## config.mk

```make
export PLATFORM = sky130hd
export DESIGN_NAME = setpoint_entry
export DESIGN_NICKNAME = d
export VERILOG_FILES = /design/src/rtl/setpoint_pkg.sv /design/src/rtl/setpoint_entry_button_conditioner.sv /design/src/rtl/setpoint_entry.sv
export SDC_FILE = /design/constraint.sdc
export NUM_CORES = 1
export LEC_CHECK = 0
export BUFFER_PORTS_ARGS = -buffer_cell sky130_fd_sc_hd__buf_4
export CAP_MARGIN = 20
export CELL_PAD_IN_SITES_DETAIL_PLACEMENT = 0
export CELL_PAD_IN_SITES_GLOBAL_PLACEMENT = 2
export CORE_ASPECT_RATIO = 1.4
export CORE_UTILIZATION = 41
export DETAILED_ROUTE_END_ITERATION = 16
export HOLD_SLACK_MARGIN = 0.05
export PLACE_DENSITY_LB_ADDON = 0.05
export RECOVER_POWER = 50
export SLEW_MARGIN = 20
export SYNTH_ARGS = -nofsm -noshare
export SYNTH_HDL_FRONTEND = slang
export SYNTH_SLANG_ARGS = --single-unit
```

## constraint.sdc

```tcl
create_clock -name clk -period 4.5 [get_ports clk]
set_clock_uncertainty 0.15 [all_clocks]
set_input_delay 0.45 -clock clk [delete_from_list [all_inputs] [get_ports clk]]
set_output_delay 0.45 -clock clk [all_outputs]
set_load 0.005 [all_outputs]
```

## src/rtl/setpoint_pkg.sv

```systemverilog
// Shared definitions for the oven-timer setpoint entry block: BCD digit
// widths, setpoint limits and the push-button state machine encoding.
// SETPOINT_AUTO_REPEAT_EN adds the hold-to-repeat states.
package setpoint_pkg;

    localparam int SEC_ONES_W = 4;
    localparam int SEC_TENS_W = 3;
    localparam int MIN_ONES_W = 4;
    localparam int MIN_TENS_W = 3;

    localparam logic [SEC_TENS_W-1:0] MAX_SEC_TENS = 3'd5;
    localparam logic [MIN_TENS_W-1:0] MAX_MIN_TENS = 3'd5;
    localparam logic [MIN_ONES_W-1:0] MAX_MIN_ONES = 4'd9;
    localparam logic [SEC_ONES_W-1:0] STEP_SEC     = 4'd5;

`ifdef SETPOINT_AUTO_REPEAT_EN
    typedef enum logic [1:0] {
        BTN_IDLE   = 2'd0,
        BTN_FIRST  = 2'd1,
        BTN_DELAY  = 2'd2,
        BTN_REPEAT = 2'd3
    } btn_state_t;
`else
    typedef enum logic [1:0] {
        BTN_IDLE  = 2'd0,
        BTN_FIRST = 2'd1,
        BTN_HELD  = 2'd2
    } btn_state_t;
`endif

endpackage

```

## src/rtl/setpoint_entry_button_conditioner.sv

```systemverilog
// One push-button channel: 2-flop synchroniser, debounce filter, press FSM
// and (with SETPOINT_AUTO_REPEAT_EN) hold-to-repeat. Emits the clean
// pressed level and a one-cycle registered step request.
module button_conditioner
    import setpoint_pkg::*;
#(
    parameter int DEBOUNCE_CYCLES = 500000,
`ifdef SETPOINT_AUTO_REPEAT_EN
    parameter int REPEAT_DELAY    = 25000000,
    parameter int REPEAT_PERIOD   = 5000000,
`endif
    parameter int CNT_W           = 26
) (
    input  logic clk,
    input  logic rst_n,
    input  logic button_n,
    input  logic hold_idle,
    output logic pressed,
    output logic step_req
);

    localparam logic [CNT_W-1:0] DB_LAST = CNT_W'(DEBOUNCE_CYCLES - 1);

    logic             sync1_r;
    logic             sync2_r;
    logic             clean_r;
    logic             clean_d_r;
    logic [CNT_W-1:0] db_cnt_r;
    btn_state_t       state_r;
    btn_state_t       state_next_s;
    logic             step_req_r;
    logic             step_next_s;
    logic             press_edge_s;

`ifdef SETPOINT_AUTO_REPEAT_EN
    localparam logic [CNT_W-1:0] DLY_LAST = CNT_W'(REPEAT_DELAY - 1);
    localparam logic [CNT_W-1:0] PER_LAST = CNT_W'(REPEAT_PERIOD - 1);
    logic [CNT_W-1:0] rep_cnt_r;
    logic [CNT_W-1:0] rep_next_s;
`endif

    // clean_r is the released(1)/pressed(0) level; pressed is its inverse
    assign pressed      = ~clean_r;
    assign press_edge_s = ~clean_r & clean_d_r;
    assign step_req     = step_req_r;

    // Synchronise the raw level and accept it only after it has been stable
    always_ff @(posedge clk) begin
        if (!rst_n) begin
            sync1_r   <= 1'b1;
            sync2_r   <= 1'b1;
            clean_r   <= 1'b1;
            clean_d_r <= 1'b1;
            db_cnt_r  <= '0;
        end else begin
            sync1_r   <= button_n;
            sync2_r   <= sync1_r;
            clean_d_r <= clean_r;
            if (sync2_r == clean_r) begin
                db_cnt_r <= '0;
            end else if (db_cnt_r == DB_LAST) begin
                clean_r  <= sync2_r;
                db_cnt_r <= '0;
            end else begin
                db_cnt_r <= db_cnt_r + 1'b1;
            end
        end
    end

    // Press FSM next state and step request; release or inhibit forces IDLE
    always_comb begin
        state_next_s = state_r;
        step_next_s  = 1'b0;
`ifdef SETPOINT_AUTO_REPEAT_EN
        rep_next_s   = rep_cnt_r;
`endif
        if (hold_idle || clean_r) begin
            state_next_s = BTN_IDLE;
        end else begin
            case (state_r)
                BTN_IDLE: begin
                    if (press_edge_s) begin
                        state_next_s = BTN_FIRST;
                        step_next_s  = 1'b1;
`ifdef SETPOINT_AUTO_REPEAT_EN
                        rep_next_s   = '0;
`endif
                    end else begin
                        state_next_s = BTN_IDLE;
                    end
                end
`ifdef SETPOINT_AUTO_REPEAT_EN
                // the delay is timed from the first step, so FIRST counts too
                BTN_FIRST: begin
                    state_next_s = BTN_DELAY;
                    rep_next_s   = rep_cnt_r + 1'b1;
                end
                BTN_DELAY: begin
                    if (rep_cnt_r == DLY_LAST) begin
                        state_next_s = BTN_REPEAT;
                        step_next_s  = 1'b1;
                        rep_next_s   = '0;
                    end else begin
                        rep_next_s   = rep_cnt_r + 1'b1;
                    end
                end
                BTN_REPEAT: begin
                    if (rep_cnt_r == PER_LAST) begin
                        step_next_s = 1'b1;
                        rep_next_s  = '0;
                    end else begin
                        rep_next_s  = rep_cnt_r + 1'b1;
                    end
                end
`else
                BTN_FIRST: state_next_s = BTN_HELD;
                BTN_HELD:  state_next_s = BTN_HELD;
`endif
                default: state_next_s = BTN_IDLE;
            endcase
        end
    end

    // FSM state, repeat counter and registered step request
    always_ff @(posedge clk) begin
        if (!rst_n) begin
            state_r    <= BTN_IDLE;
            step_req_r <= 1'b0;
`ifdef SETPOINT_AUTO_REPEAT_EN
            rep_cnt_r  <= '0;
`endif
        end else begin
            state_r    <= state_next_s;
            step_req_r <= step_next_s;
`ifdef SETPOINT_AUTO_REPEAT_EN
            rep_cnt_r  <= rep_next_s;
`endif
        end
    end

endmodule

```

## src/rtl/setpoint_entry.sv

```systemverilog
// Oven-timer setpoint entry: two conditioned buttons step a BCD mm:ss
// setpoint in 5 s increments (saturating 00:00..59:55); a set->run edge on
// toggle_set issues a one-cycle load strobe to the countdown.
// Optional hold-to-repeat: define SETPOINT_AUTO_REPEAT_EN.
module setpoint_entry
    import setpoint_pkg::*;
#(
    parameter int DEBOUNCE_CYCLES = 500000,
    parameter int REPEAT_DELAY    = 25000000,
    parameter int REPEAT_PERIOD   = 5000000,
    parameter int CNT_W           = 26
) (
    input  logic                  clk,
    input  logic                  rst_n,
    input  logic                  button_inc_n,
    input  logic                  button_dec_n,
    input  logic                  toggle_set,
    output logic [SEC_ONES_W-1:0] sec_ones,
    output logic [SEC_TENS_W-1:0] sec_tens,
    output logic [MIN_ONES_W-1:0] min_ones,
    output logic [MIN_TENS_W-1:0] min_tens,
    output logic                  load,
    output logic                  step_ack
);

    logic inc_pressed_s, dec_pressed_s, inc_req_s, dec_req_s;
    logic run_mode_s, hold_idle_s;
    logic tog_sync1_r, tog_sync2_r, tog_prev_r, tog_prev_valid_r;
    logic [1:0] tog_fill_r;
    logic load_r, step_ack_r;
    logic [SEC_ONES_W-1:0] sec_ones_r, inc_so_s, dec_so_s;
    logic [SEC_TENS_W-1:0] sec_tens_r, inc_st_s, dec_st_s;
    logic [MIN_ONES_W-1:0] min_ones_r, inc_mo_s, dec_mo_s;
    logic [MIN_TENS_W-1:0] min_tens_r, inc_mt_s, dec_mt_s;

    assign run_mode_s  = tog_sync2_r;
    // pressing both buttons together must never start a repeat
    assign hold_idle_s = run_mode_s | (inc_pressed_s & dec_pressed_s);

    button_conditioner #(
        .DEBOUNCE_CYCLES(DEBOUNCE_CYCLES),
`ifdef SETPOINT_AUTO_REPEAT_EN
        .REPEAT_DELAY   (REPEAT_DELAY),
        .REPEAT_PERIOD  (REPEAT_PERIOD),
`endif
        .CNT_W          (CNT_W)
    ) u_inc (
        .clk(clk), .rst_n(rst_n), .button_n(button_inc_n),
        .hold_idle(hold_idle_s), .pressed(inc_pressed_s), .step_req(inc_req_s)
    );

    button_conditioner #(
        .DEBOUNCE_CYCLES(DEBOUNCE_CYCLES),
`ifdef SETPOINT_AUTO_REPEAT_EN
        .REPEAT_DELAY   (REPEAT_DELAY),
        .REPEAT_PERIOD  (REPEAT_PERIOD),
`endif
        .CNT_W          (CNT_W)
    ) u_dec (
        .clk(clk), .rst_n(rst_n), .button_n(button_dec_n),
        .hold_idle(hold_idle_s), .pressed(dec_pressed_s), .step_req(dec_req_s)
    );

    // Synchronise the mode switch; arm edge detection only once the
    // synchroniser holds a real sample, so a switch already high at reset
    // release does not look like a set->run edge
    always_ff @(posedge clk) begin
        if (!rst_n) begin
            tog_sync1_r      <= 1'b0;
            tog_sync2_r      <= 1'b0;
            tog_prev_r       <= 1'b0;
            tog_fill_r       <= 2'b00;
            tog_prev_valid_r <= 1'b0;
            load_r           <= 1'b0;
        end else begin
            tog_sync1_r      <= toggle_set;
            tog_sync2_r      <= tog_sync1_r;
            tog_prev_r       <= tog_sync2_r;
            tog_fill_r       <= {tog_fill_r[0], 1'b1};
            tog_prev_valid_r <= tog_fill_r[1];
            load_r           <= tog_prev_valid_r & tog_sync2_r & ~tog_prev_r;
        end
    end

    // Saturating BCD +5 s and -5 s candidates for the current setpoint
    always_comb begin
        inc_so_s = sec_ones_r; inc_st_s = sec_tens_r;
        inc_mo_s = min_ones_r; inc_mt_s = min_tens_r;
        dec_so_s = sec_ones_r; dec_st_s = sec_tens_r;
        dec_mo_s = min_ones_r; dec_mt_s = min_tens_r;
        if ((min_tens_r == MAX_MIN_TENS) && (min_ones_r == MAX_MIN_ONES) &&
            (sec_tens_r == MAX_SEC_TENS) && (sec_ones_r == STEP_SEC)) begin
            inc_so_s = sec_ones_r;
        end else if (sec_ones_r == 4'd0) begin
            inc_so_s = STEP_SEC;
        end else begin
            inc_so_s = 4'd0;
            if (sec_tens_r != MAX_SEC_TENS) begin
                inc_st_s = sec_tens_r + 3'd1;
            end else begin
                inc_st_s = 3'd0;
                if (min_ones_r != MAX_MIN_ONES) begin
                    inc_mo_s = min_ones_r + 4'd1;
                end else begin
                    inc_mo_s = 4'd0;
                    inc_mt_s = min_tens_r + 3'd1;
                end
            end
        end
        if ((min_tens_r == 3'd0) && (min_ones_r == 4'd0) &&
            (sec_tens_r == 3'd0) && (sec_ones_r == 4'd0)) begin
            dec_so_s = sec_ones_r;
        end else if (sec_ones_r == STEP_SEC) begin
            dec_so_s = 4'd0;
        end else begin
            dec_so_s = STEP_SEC;
            if (sec_tens_r != 3'd0) begin
                dec_st_s = sec_tens_r - 3'd1;
            end else begin
                dec_st_s = MAX_SEC_TENS;
                if (min_ones_r != 4'd0) begin
                    dec_mo_s = min_ones_r - 4'd1;
                end else begin
                    dec_mo_s = MAX_MIN_ONES;
                    dec_mt_s = min_tens_r - 3'd1;
                end
            end
        end
    end

    // Apply a single unambiguous step request; simultaneous requests cancel
    always_ff @(posedge clk) begin
        if (!rst_n) begin
            sec_ones_r <= 4'd0; sec_tens_r <= 3'd0;
            min_ones_r <= 4'd0; min_tens_r <= 3'd0;
            step_ack_r <= 1'b0;
        end else begin
            step_ack_r <= 1'b0;
            if (!run_mode_s && (inc_req_s ^ dec_req_s)) begin
                step_ack_r <= 1'b1;
                if (inc_req_s) begin
                    sec_ones_r <= inc_so_s; sec_tens_r <= inc_st_s;
                    min_ones_r <= inc_mo_s; min_tens_r <= inc_mt_s;
                end else begin
                    sec_ones_r <= dec_so_s; sec_tens_r <= dec_st_s;
                    min_ones_r <= dec_mo_s; min_tens_r <= dec_mt_s;
                end
            end
        end
    end

    assign sec_ones = sec_ones_r;
    assign sec_tens = sec_tens_r;
    assign min_ones = min_ones_r;
    assign min_tens = min_tens_r;
    assign load     = load_r;
    assign step_ack = step_ack_r;

endmodule
```

# Word level (Yosys, flattened, before mapping)
# Index checks and enable logic that the tools add are counted.
[totals]
inputBits = 5
out_inout_bits = 16
regBits = 88
[classes]
addsub = 8
n_reduce_logical = 32
n_eq_ne = 22
bitwise_logic = 15
n_mux = 38
[ops]
columns = ["cell", "n"]
rows = [
  ["$mux W3", 18],
  ["$add A26 B1 Y26 const B", 2],
  ["$eq A26 B19 Y1 const B", 2],
  ["$mux W4", 12],
  ["$reduce_or A3 Y1", 4],
  ["$reduce_and A9 Y1", 1],
  ["$logic_not A4 Y1", 2],
  ["$ne A2 B1 Y1 const B", 4],
  ["$ne A2 B2 Y1 const B", 4],
  ["$not A1 Y1", 8],
  ["$pmux W2 S2", 2],
  ["$reduce_or A2 Y1", 4],
  ["$logic_and A1 B1 Y1", 7],
  ["$reduce_and A7 Y1", 1],
  ["$add A3 B1 Y3 const B", 2],
  ["$eq A3 B3 Y1 const B", 2],
  ["$logic_not A3 Y1", 2],
  ["$mux W1", 6],
  ["$sub A3 B1 Y3 const B", 2],
  ["$and A1 B1 Y1", 5],
  ["$reduce_and A5 Y1", 1],
  ["$add A4 B1 Y4 const B", 1],
  ["$eq A2 B1 Y1 const B", 2],
  ["$eq A2 B2 Y1 const B", 2],
  ["15 further kinds", 19],
]

# Logic depth before layout (Yosys ltp)
# Gate-level depths: netlist of run 1.
[depth]
ltp_word = 6
ltp_mapped = 9
ltp_nobuf = 6

# By module
# From an unflattened synthesis of run 1, not the netlist that was laid out.
[hier_totals]
cells_unflattened = 452
hier_area_um2 = 3993.8
[by_module_without_submodules]
columns = ["module", "cells_each", "seq_area_each_um2", "area_each_um2", "n_inst"]
rows = [
  ["button_conditioner", 163, 660.6, 1458.9, 2],
  ["setpoint_entry", 126, 380.4, 1076.0, 1],
]

# Least setup slack after synthesis of run 1
# No wires, ideal clock.
[synth_timing]
path_kind = "reg-to-reg"
start = "register u_inc.step_req_r, in the netlist u_inc.step_req"
end = "register min_tens_r[2], in the netlist min_tens[2]"
path_slack_ns = 2.261
t_required_ns = 4.235
path_buffers = 2
path_stages_with_launch = 9
setup_ns = 0.115
period_less_slack_ns = 2.239
arrival_time_ns = 1.974
cell_sequence = "dfxtp_1 > buf_2 > clkbuf_1 > inv_1 > ha_1 > a2111o_1 > nor4_4 > a21oi_1 > o21a_1"
[synth_via]
elab_chain_cells = 3
elab_cells_between_ends = 12
classes_between = "eq/ne: 8; mux: 1; bitwise: 1; reduce/logical: 2"
[synth_lines]
columns = ["element", "line", "text"]
rows = [
  ["start: declaration", "setpoint_entry_button_conditioner.sv:31", "logic step_req_r;"],
  ["start signal: assignment", "setpoint_entry_button_conditioner.sv:134", "step_req_r <= step_next_s;"],
  ["$xor A1 B1 Y1", "setpoint_entry.sv:139", "if (!run_mode_s && (inc_req_s ^ dec_req_s)) begin"],
  ["$logic_and A1 B1 Y1", "setpoint_entry.sv:139", ""],
  ["$reduce_and A9 Y1 (no line)", "--", ""],
  ["end signal: assignment", "setpoint_entry.sv:143", "min_ones_r <= inc_mo_s; min_tens_r <= inc_mt_s;"],
  ["end signal: assignment", "setpoint_entry.sv:146", "min_ones_r <= dec_mo_s; min_tens_r <= dec_mt_s;"],
  ["end: declaration", "setpoint_entry.sv:34", "logic [MIN_TENS_W-1:0] min_tens_r, inc_mt_s, dec_mt_s;"],
]
# Several ways; a longest one is shown, not always the timed one.
# A chain may end at the register's enable or synchronous reset.

# Worst setup path after layout of run 1
# Same ends and word-level chain as after synthesis.

==> qor.yml, run 1 <==
final_nets: 446
synthFlopType: "dfxtp_1"
gp_congestion: 0.741
die_h_um: 116
multi_input_area_mm2: 0.00193
die_x_um: 83.5
hold_viol: 0
gr-total-overflow: 0
startpoint: "u_inc.step_req"
n_fill_cell: 899
syn_to_final_growth_pct: 12.6
slew_viol_final: 0
grt_pass1_wl_mm: 12.6
synth_compound_area_share_pct: 3.84
synthXorXnorAreaFrac_pct: 12.9
ys_seq_elements: 85
post-place-cells: 530
hold_class: "in2reg"
clock_latency_ps: 340
synth_top_family_by_area: "simple AND/OR/NAND/NOR gates"
critPathRequiredTime_ps: 4580
rows: 41
synthArstFlopShare_pct: 0
powerDensity_mw_per_mm2: 379
num_vias: 2787
first_global_vias: 2631
cts_buffers: 9
r2r_slack_ps: 1670
antenna_cells: 0
cp_max_fo: 17
synth_top_area_cell: "dfxtp_1"
maxSlewHeadroom_pct: 34.1
synth-edff-count: 0
final_cells: 546
crit_arrival_ps: 2920
period_share_pct: 62.9
drt-total-wl_mm: 7.21
tightest_slew_ps: 989
cts_tree: "yes"
antenna_found_initial: 0
critPathCaptureType: "flip-flop"
outcome: "complete, no violations"
dpl_cell_area_mm2: 0.00397
hpwlAfterDp_mm: 4.98
cts_setup_buffers: 0
ctsHoldBuffers: 0
final_layout_size_suffix_gt1_share_pct: 9.79
rsz0062_at_grt: "false"
yosys_warnings: 0
pre_cts_ws_ps: 1930
die_area_mm2: 0.00970
vdd_drop_max_mv: 0.217
avgSynthCellArea_um2: 9.06
dr.pass1.iters: 4
port-buffer-count: 18
mostFrequentLayoutCell: "dfxtp_1"
setup-tns-final_ps: 0
seq_area_mm2: 0.00170
core-area_mm2: 0.00903
ios: 21
ys_types: 53
cp-start-kind: "flip-flop"
root_buffer: "clkbuf_16"
finalSetupViolCount: 0
synthSimpleGateAreaFrac_pct: 30.4
grt_util_all_layers_pct: 16.4
wl_per_cell_um: 13.2
first_iter_violations: 59
synth_top_area_share_pct: 44.6
rr_startpoint: "u_inc.step_req"
path_clk_slew_ps: 60
synth_fa_ha_area_share_pct: 2.49
netlist_area_mm2: 0.00381
start_util_pct: 42.2
power_leakage_nw: 1.46
htree_levels: 3
cts.sinks: 85
syn_inst: 421
via_per_inst: 5.10
drc: 0
post-route-util_pct: 47.6
hold_start: "button_inc_n"
cts_resized: 0
synth_mux_area_share_pct: 1.31
drv_cap: 0
synth_area_leaders: "dfxtp_1 (45%), xor2_1 (8.7%), nor2_1 (7.0%)"
grt_max_degree: 27
finish.instance_area_mm2: 0.00429
fin_crit_ps: 2830
max_freq_ghz: 0.353
ant_nets: 0
cts_buffer_depth: 2
final_cell_mix: "dfxtp_1 (85), nor2_1 (71), xor2_1 (38)"
crit_type: "reg2reg"
ys_seq_area_share_pct: 44.6
worst_slack_ps: 1670
-- report_power, final --
part	switching, W	leakage [nW]	internal [W]
Sequential	0.00000191	0.687	0.000757
Clock	0.000307	0.170	0.000546
Combinational	0.0000105	0.604	0.00000522
-- cells in the mapped netlist, types with 5 or more instances --
| cell type | instances |
|---|---|
| nand4_1 | 17 |
| o21ai_0 | 5 |
| dfxtp_1 | 85 |
| nor4_1 | 11 |
| ha_1 | 6 |
| nand2b_1 | 9 |
| nand3_1 | 28 |
| nand2_1 | 22 |
| buf_4 | 9 |
| nor2_1 | 71 |
| nor3_1 | 8 |
| xnor2_1 | 18 |
| xor2_1 | 38 |
| and4_1 | 7 |
| mux2i_1 | 5 |
| and3_1 | 11 |
| and2_1 | 10 |
| inv_1 | 13 |
-- sequential cells by signal, summed over array words and instances (netlist names), 2 cells and up --
name,flops
min_ones,4
u_dec.db_cnt_r,26
u_inc.db_cnt_r,26
u_dec.state_r,2
min_tens,3
tog_fill_r,2
u_inc.state_r,2
sec_tens,3
-- cell families (layout without fill, tap and decap cells) --
logic type,after synthesis,after routing
AO/OA/AOI/OAI,20,20
XOR/XNOR,56,56
adder cells (fa/ha/maj),7,7
buffers and inverters,30,47
flip-flops,85,85
multiplexers,5,5
other,1,2
AND/OR/NAND/NOR,217,217
-- critical path, cell delays in order (launching register included) --
cell and delay, ps:
dfxtp_1 730, inv_1 170, ha_1 340, a2111o_1 300, nor4_1 700, a21oi_1 130
o21a_1 210
-- stage by stage --
stage,total power [W],hold WS [ps]
floorplan,0.000788,236
CTS,0.00165,133
finish,0.00163,146
global placement,0.000792,239
detailed placement,0.000792,249
global route,0.00169,150
-- layout make-up --
cell class                 count  share of cell area [%]
multi-input combinational    307                    45.0
sequential                    85                    39.6
clock buffer                   9                    5.24
tap                          107                    3.12
timing repair buffer          18                    3.06
clock inverter                 7                    2.83
inverter                      13                    1.14
-- final timing paths --
check                   to  cells past startpoint
max            min_tens[2]                      6
min          u_inc.sync1_r                      2
max reg2reg    min_tens[2]                      6
min reg2reg  u_dec.sync2_r                      1
-- routing by layer --
layer	vias to the layer above	GRT usage, %	part of all wire [%]
met4	0	9.49	2.8
met3	15	2.76	1.7
li1	1462	-	-
met1	1285	19.5	47
met5	-	0	0
met2	25	28.3	49
Power figures use the tool's default switching activity.
==> run 2: changes to the inputs <==
Settings changed: ABC_AREA set to 1, CORE_UTILIZATION 41 to 32.
Clock period 4.5 ns to 2.35 ns, I/O delays scaled along.
==> run 2 against run 1 <==
Compared with the run above: total power grew 81%; sequential power rose by 91%; synthesized cell count increased by 50%; worst setup slack got worse by 1300 ps; register-to-register slack worse by 1300 ps; sequential share of layout area fell by 6.0 points; area after synthesis increased by 16%; largest power group is now registers.
==> qor.yml, run 2 <==
outcome: "complete, no violations"
crit_arrival_ps: 2090  # -830 ps
rsz0062_at_grt: "false"
hold_class: "reg2reg"
dr.pass1.iters: 4  # unchanged
first_iter_violations: 91  # +54%
synth_top_area_cell: "dfxtp_1"
antenna_cells: 0  # unchanged
die_area_mm2: 0.0143  # +48%
cp_num_buf_inv: 1  # unchanged
clock_latency_ps: 350  # about the same
critPathSlowestCell: "dfxtp_1"
r2r_slack_ps: 330  # -1330 ps
power_leakage_nw: 1.83  # +26%
core-area_mm2: 0.0135  # +49%
port-buffer-count: 18  # unchanged
final_cell_mix: "nand2_1 (141), nor2_1 (87), inv_1 (85), dfxtp_1 (85)"
grt_pass1_wl_mm: 18.0  # +43%
avgSynthCellArea_um2: 7.03  # -22%
die_h_um: 141  # +22%
num_vias: 3825  # +37%
setup-tns-final_ps: 0  # unchanged
cts.sinks: 85  # unchanged
htree_levels: 3  # unchanged
cp_top_family: "simple AND/OR/NAND/NOR gates"
finish.instance_area_mm2: 0.00506  # +18%
cp_max_fo: 4  # -13
root_buffer: "clkbuf_16"
hold_start: "tog_prev_r"
powerDensity_mw_per_mm2: 582  # +53%
synthFlopType: "dfxtp_1"
ys_seq_elements: 85  # unchanged
cts_tree: "yes"
slew_viol_final: 0  # unchanged
fin_crit_ps: 2020  # -817 ps
vdd_drop_max_mv: 0.294  # +35%
n_fill_cell: 1469  # +63%
final_layout_size_suffix_gt1_share_pct: 13.3  # +3.5 points
drc: 0  # unchanged
cts_resized: 0  # unchanged
final_nets: 669  # +50%
power_w: 0.00294  # +81%
synth.most_common_cell: "nand2_1"
synth_area_leaders: "dfxtp_1 (38%), nand2_1 (12%), nor2_1 (7.3%)"
ios: 21  # unchanged
syn_inst: 631  # +50%
max_freq_ghz: 0.496  # +41%
mostFrequentLayoutCell: "nand2_1"
ys_seq_area_share_pct: 38.4  # -6.2 points
synth-edff-count: 0  # unchanged
crit_type: "reg2reg"
grt_max_degree: 27  # unchanged
rr_startpoint: "u_dec.db_cnt_r[0]"
rows: 50  # +22%
start_util_pct: 33.0  # -9.3 points
synthArstFlopShare_pct: 0  # unchanged
max_stage_delay_ps: 410  # -320 ps
gr-total-overflow: 0  # unchanged
hold_viol: 0  # unchanged
syn_to_final_growth_pct: 14.0
cp-start-kind: "flip-flop"
finalSetupViolCount: 0  # unchanged
rr_worst_depth: 7  # +1
yosys_warnings: 0  # unchanged
synth_common_cells: "nand2_1 (139), nor2_1 (86), dfxtp_1 (85)"
cts_buffer_depth: 2  # unchanged
worst_slack_ps: 335  # -1330 ps
wl_per_cell_um: 12.8  # -3.2%
dpl_cell_area_mm2: 0.00473  # +19%
synth_top_area_share_pct: 38.4  # -6.2 points
path_clk_slew_ps: 70  # about the same
critPathCaptureType: "flip-flop"
ys_types: 41  # -23%
cts_buffers: 9  # unchanged
netlist_area_mm2: 0.00443  # +16%
cts_setup_buffers: 0  # unchanged
via_per_inst: 4.53  # -11%
critPathRequiredTime_ps: 2420  # -2160 ps
min_to: "load"
drt-total-wl_mm: 10.8  # +50%
grt_util_all_layers_pct: 16.3  # -0.082 points
hpwlAfterDp_mm: 8.34  # +67%
reg2reg_to: "u_dec.db_cnt_r[24]"
antenna_found_initial: 0  # unchanged
first_global_vias: 3775  # +43%
die_x_um: 101  # +22%
pre_cts_ws_ps: 362  # -1570 ps
ant_nets: 0  # unchanged
drv_cap: 0  # unchanged
gp_congestion: 0.802  # +8.3%
holdPathStages: 1  # -1
cp_cell_sequence: "ha_1 > nand3_1 > inv_1 > nand2_1 > nor3_1 > or2_2 > a21oi_1"
period_share_pct: 85.8  # +23 points
run 2: changes by cell type after synthesis, moves of 10 or more:
cell     change
nand2_1    +117
xnor2_1     -12
inv_1       +71
nand2_2     +12
and3_1      -10
a21oi_1     +35
nor2_1      +15
xor2_1      -26
run 2: worst max-delay path by stage:
| stage | startpoint | end | depth (start not counted) |
|---|---|---|---|
| after floorplan | u_inc.db_cnt_r[0] | u_inc.db_cnt_r[0] | 9 |
| after global placement | u_dec.db_cnt_r[0] | u_dec.db_cnt_r[24] | 7 |
| after detailed placement | u_dec.db_cnt_r[0] | u_dec.db_cnt_r[24] | 7 |
| after CTS | u_dec.db_cnt_r[0] | u_dec.db_cnt_r[24] | 7 |
| after global routing | u_dec.db_cnt_r[0] | u_dec.db_cnt_r[24] | 7 |
| final | u_dec.db_cnt_r[0] | u_dec.db_cnt_r[24] | 7 |
run 2: kinds of logic (layout without fill, tap and decap cells):
| family | Yosys count | count (layout) | share of synthesized area, % |
|---|---|---|---|
| buffers and inverters | 101 | 131 | 9.57 |
| DFF | 85 | 85 | 38.4 |
| other | 1 | 2 | 0.0846 |
| AOI/OAI and AO/OA | 55 | 55 | 6.38 |
| adders and majority gates | 7 | 7 | 2.14 |
| xor gates and xnor gates | 18 | 18 | 3.56 |
| and+or+nand+nor | 364 | 364 | 39.9 |
run 2: area by class of cell:
class / instances / area [um2] / share of cell area, %
multi-input cells: 446 / 2290 / 45.3
flip-flops and latches: 85 / 1700 / 33.7
clock inverters: 7 / 81.3 / 1.61
clock buffers: 9 / 225 / 4.45
well taps: 182 / 228 / 4.50
repair buffers: 24 / 190 / 3.76
inverters: 91 / 342 / 6.76
run 2: repair_timing:
action,4_1_cts,5_1_grt
hold buffers,4,0
hold endpoints to repair,6,0
setup endpoints to repair,0,0
run 2: metrics by stage:
step,util [%],hold WS [ps],instances
after floorplan,-,113,632
after global placement,35.2,222,824
final,37.6,251,844
after detailed placement,35.2,240,824
after global routing,37.6,279,844
after CTS,37.8,252,844
run 2: routing by layer:
metal / vias up / part of all wire (%) / routed length (um) / global-route usage, %
met1: 1720 / 43 / 4650 / 18.4
met4: 0 / 2.0 / 221 / 6.10
li1: 2052 / - / - / -
met3: 16 / 1.8 / 195 / 2.46
met5: - / 0 / 0 / 0
met2: 37 / 53 / 5730 / 30.4
run 2: power by group:
group	internal, W	total (W)	switching [W]
Combinational	0.0000152	0.0000386	0.0000233
Sequential	0.00145	0.00145	0.00000430
Clock	0.000756	0.00145	0.000694
Total	0.00222	0.00294	0.000722
==> run 3: changes to the inputs <==
Settings changed: CORE_UTILIZATION 32 to 35.
Clock period 2.35 ns to 2 ns, I/O delays scaled along.
==> run 3 against run 2 <==
Compared with the run above: flip-flop and latch count unchanged; cell count decreased by 2.8%; die area shrank 8.4%; via count grew 2.9%; first-iteration DRC count rose by 49%; maximum frequency is 9.9% higher; clock-buffer cell count unchanged; critical path depth unchanged; global-route usage rose by 1.1 points; combinational power up 23%; clock power is 37% higher; cell area up 2.0%; critical endpoint unchanged; largest power group is now clock.
==> qor.yml, run 3 (synthesis results as in run 2) <==
root_buffer: "clkbuf_16"
hold_viol: 0  # unchanged
max_freq_ghz: 0.545  # +9.9%
outcome: "complete, no violations"
finish.instance_area_mm2: 0.00516  # +2.0%
final_nets: 677  # +1.2%
cts_buffers: 9  # unchanged
crit_type: "reg2reg"
cts_tree: "yes"
n_fill_cell: 1305  # -11%
cp_max_fo: 4  # unchanged
die_x_um: 97.1  # -4.3%
final_cell_mix: "nand2_1 (139), nor2_1 (87), inv_1 (85), dfxtp_1 (85), a21oi_1 (37)"
gp_congestion: 0.791  # -1.4%
core-area_mm2: 0.0123  # -8.5%
num_vias: 3936  # +2.9%
critPathSlowestCell: "dfxtp_1"
met3_length_um: 275  # +41%
start_util_pct: 36.0  # +3.0 points
setup-tns-final_ps: 0  # unchanged
seq_area_mm2: 0.00170  # unchanged
final_cells: 820  # -2.8%
gr-total-overflow: 0  # unchanged
first_iter_violations: 136  # +49%
antenna_cells: 0  # unchanged
ios: 21  # unchanged
cts.sinks: 85  # unchanged
antenna_found_initial: 0  # unchanged
grt_util_all_layers_pct: 17.4  # +1.1 points
hpwlAfterDp_mm: 8.20  # -1.6%
crit_arrival_ps: 1910  # -180 ps
mostFrequentLayoutCell: "nand2_1"
highest_layer: "met4"
ant_nets: 0  # unchanged
grt_max_degree: 27  # unchanged
finalSetupViolCount: 0  # unchanged
vdd_drop_max_mv: 0.387  # +32%
period_share_pct: 91.7  # +6.0 points
drc: 0  # unchanged
power_leakage_nw: 1.90  # +3.5%
post-place-cells: 799  # -3.0%
hold_class: "reg2reg"
cts_buffer_depth: 2  # unchanged
wl_per_cell_um: 13.1  # +2.4%
port-buffer-count: 18  # unchanged
rows: 48  # -4.0%
grt_pass1_wl_mm: 18.2  # +0.84%
multi_input_area_mm2: 0.00232  # +1.4%
r2r_slack_ps: 170  # -170 ps
syn_to_final_growth_pct: 16.3
max_stage_delay_ps: 390  # -20 ps
die_h_um: 135  # -4.3%
powerDensity_mw_per_mm2: 727  # +25%
drv_cap: 0  # unchanged
path_clk_slew_ps: 70  # about the same
cp-start-kind: "flip-flop"
rsz0062_at_grt: "false"
critPathRequiredTime_ps: 2070  # -350 ps
dr.pass1.iters: 4  # unchanged
fin_crit_ps: 1830  # -181 ps
clock_latency_ps: 340  # about the same
post-route-util_pct: 41.9  # +4.3 points
m1WireLength_mm: 4.43  # -4.8%
drt-total-wl_mm: 10.7  # -0.55%
critPathCaptureType: "flip-flop"
met2_length_mm: 5.67  # -1.1%
htree_levels: 3  # unchanged
dpl_cell_area_mm2: 0.00475  # +0.26%
cp_cell_sequence: "ha_2 > nand3_2 > inv_1 > nand2_1 > nor3_1 > or2_2 > a21oi_1"
die_area_mm2: 0.0131  # -8.4%
via_per_inst: 4.80  # +5.9%
slew_viol_final: 0  # unchanged
first_global_vias: 3861  # +2.3%
final_layout_size_suffix_gt1_share_pct: 15.1  # +1.8 points
[run 3: changes by cell type in the layout (fill, tap and decap cells not counted), moves of 2 or more]
cell | previous run | this run
clkinv_4 | 3 | 0
nand2_1 | 141 | 139
bufinv_16 | 0 | 3
inv_6 | 0 | 3
nand2_2 | 10 | 12
clkinv_8 | 2 | 0
buf_4 | 6 | 13
[run 3: cell type report]
cell class                 instances  area share (%)
inverter                          91            6.62
multi-input combinational        446            45.0
clock inverter                     7            2.47
tap                              150            3.64
sequential                        85            33.0
timing repair buffer              32            4.90
clock buffer                       9            4.37
[run 3: worst paths after layout]
| path | cells after the start | start | end |
|---|---|---|---|
| worst max-delay path | 7 | u_dec.db_cnt_r[0] | u_dec.db_cnt_r[24] |
| worst min-delay path | 1 | tog_prev_r | load |
| worst max register to register | 7 | u_dec.db_cnt_r[0] | u_dec.db_cnt_r[24] |
| worst min register to register | 1 | tog_prev_r | load |
[run 3: layer usage]
layer / vias to the layer above / global-route usage, %
li1: 2070 / -
met1: 1785 / 18.9
met2: 54 / 32.0
met3: 27 / 3.35
met4: 0 / 8.96
met5: - / 0
[run 3: power by group]
part / leakage (nW) / switching (W) / internal [W]
registers: 0.687 / 0.00000452 / 0.00170
clock network: 0.173 / 0.000751 / 0.00124
logic: 1.04 / 0.0000277 / 0.0000196
[run 3: repair_timing]
action / 4_1_cts / 5_1_grt
gates resized for setup: 0 / 2
hold endpoints to repair: 12 / 0
hold buffers: 5 / 0
setup endpoints to repair: 0 / 8
setup buffers: 0 / 0
[run 3: per-stage QoR]
stage               power, W  hold WS, ps  setup slack, ps
finish               0.00375          244              166
global route         0.00389          264             10.0
CTS                  0.00382          253              109
detailed placement   0.00179          240              120
global placement     0.00178          221              145
floorplan            0.00178         77.7              352
[run 3: critical path: cells and delay by family (launching register included)]
| kind | cells | cell delay, ps |
|---|---|---|
| and+or+nand+nor | 4 | 690 |
| buffers and inverters | 1 | 190 |
| AOI/OAI and AO/OA | 1 | 50 |
| DFF | 1 | 390 |
| adders and majority gates | 1 | 240 |
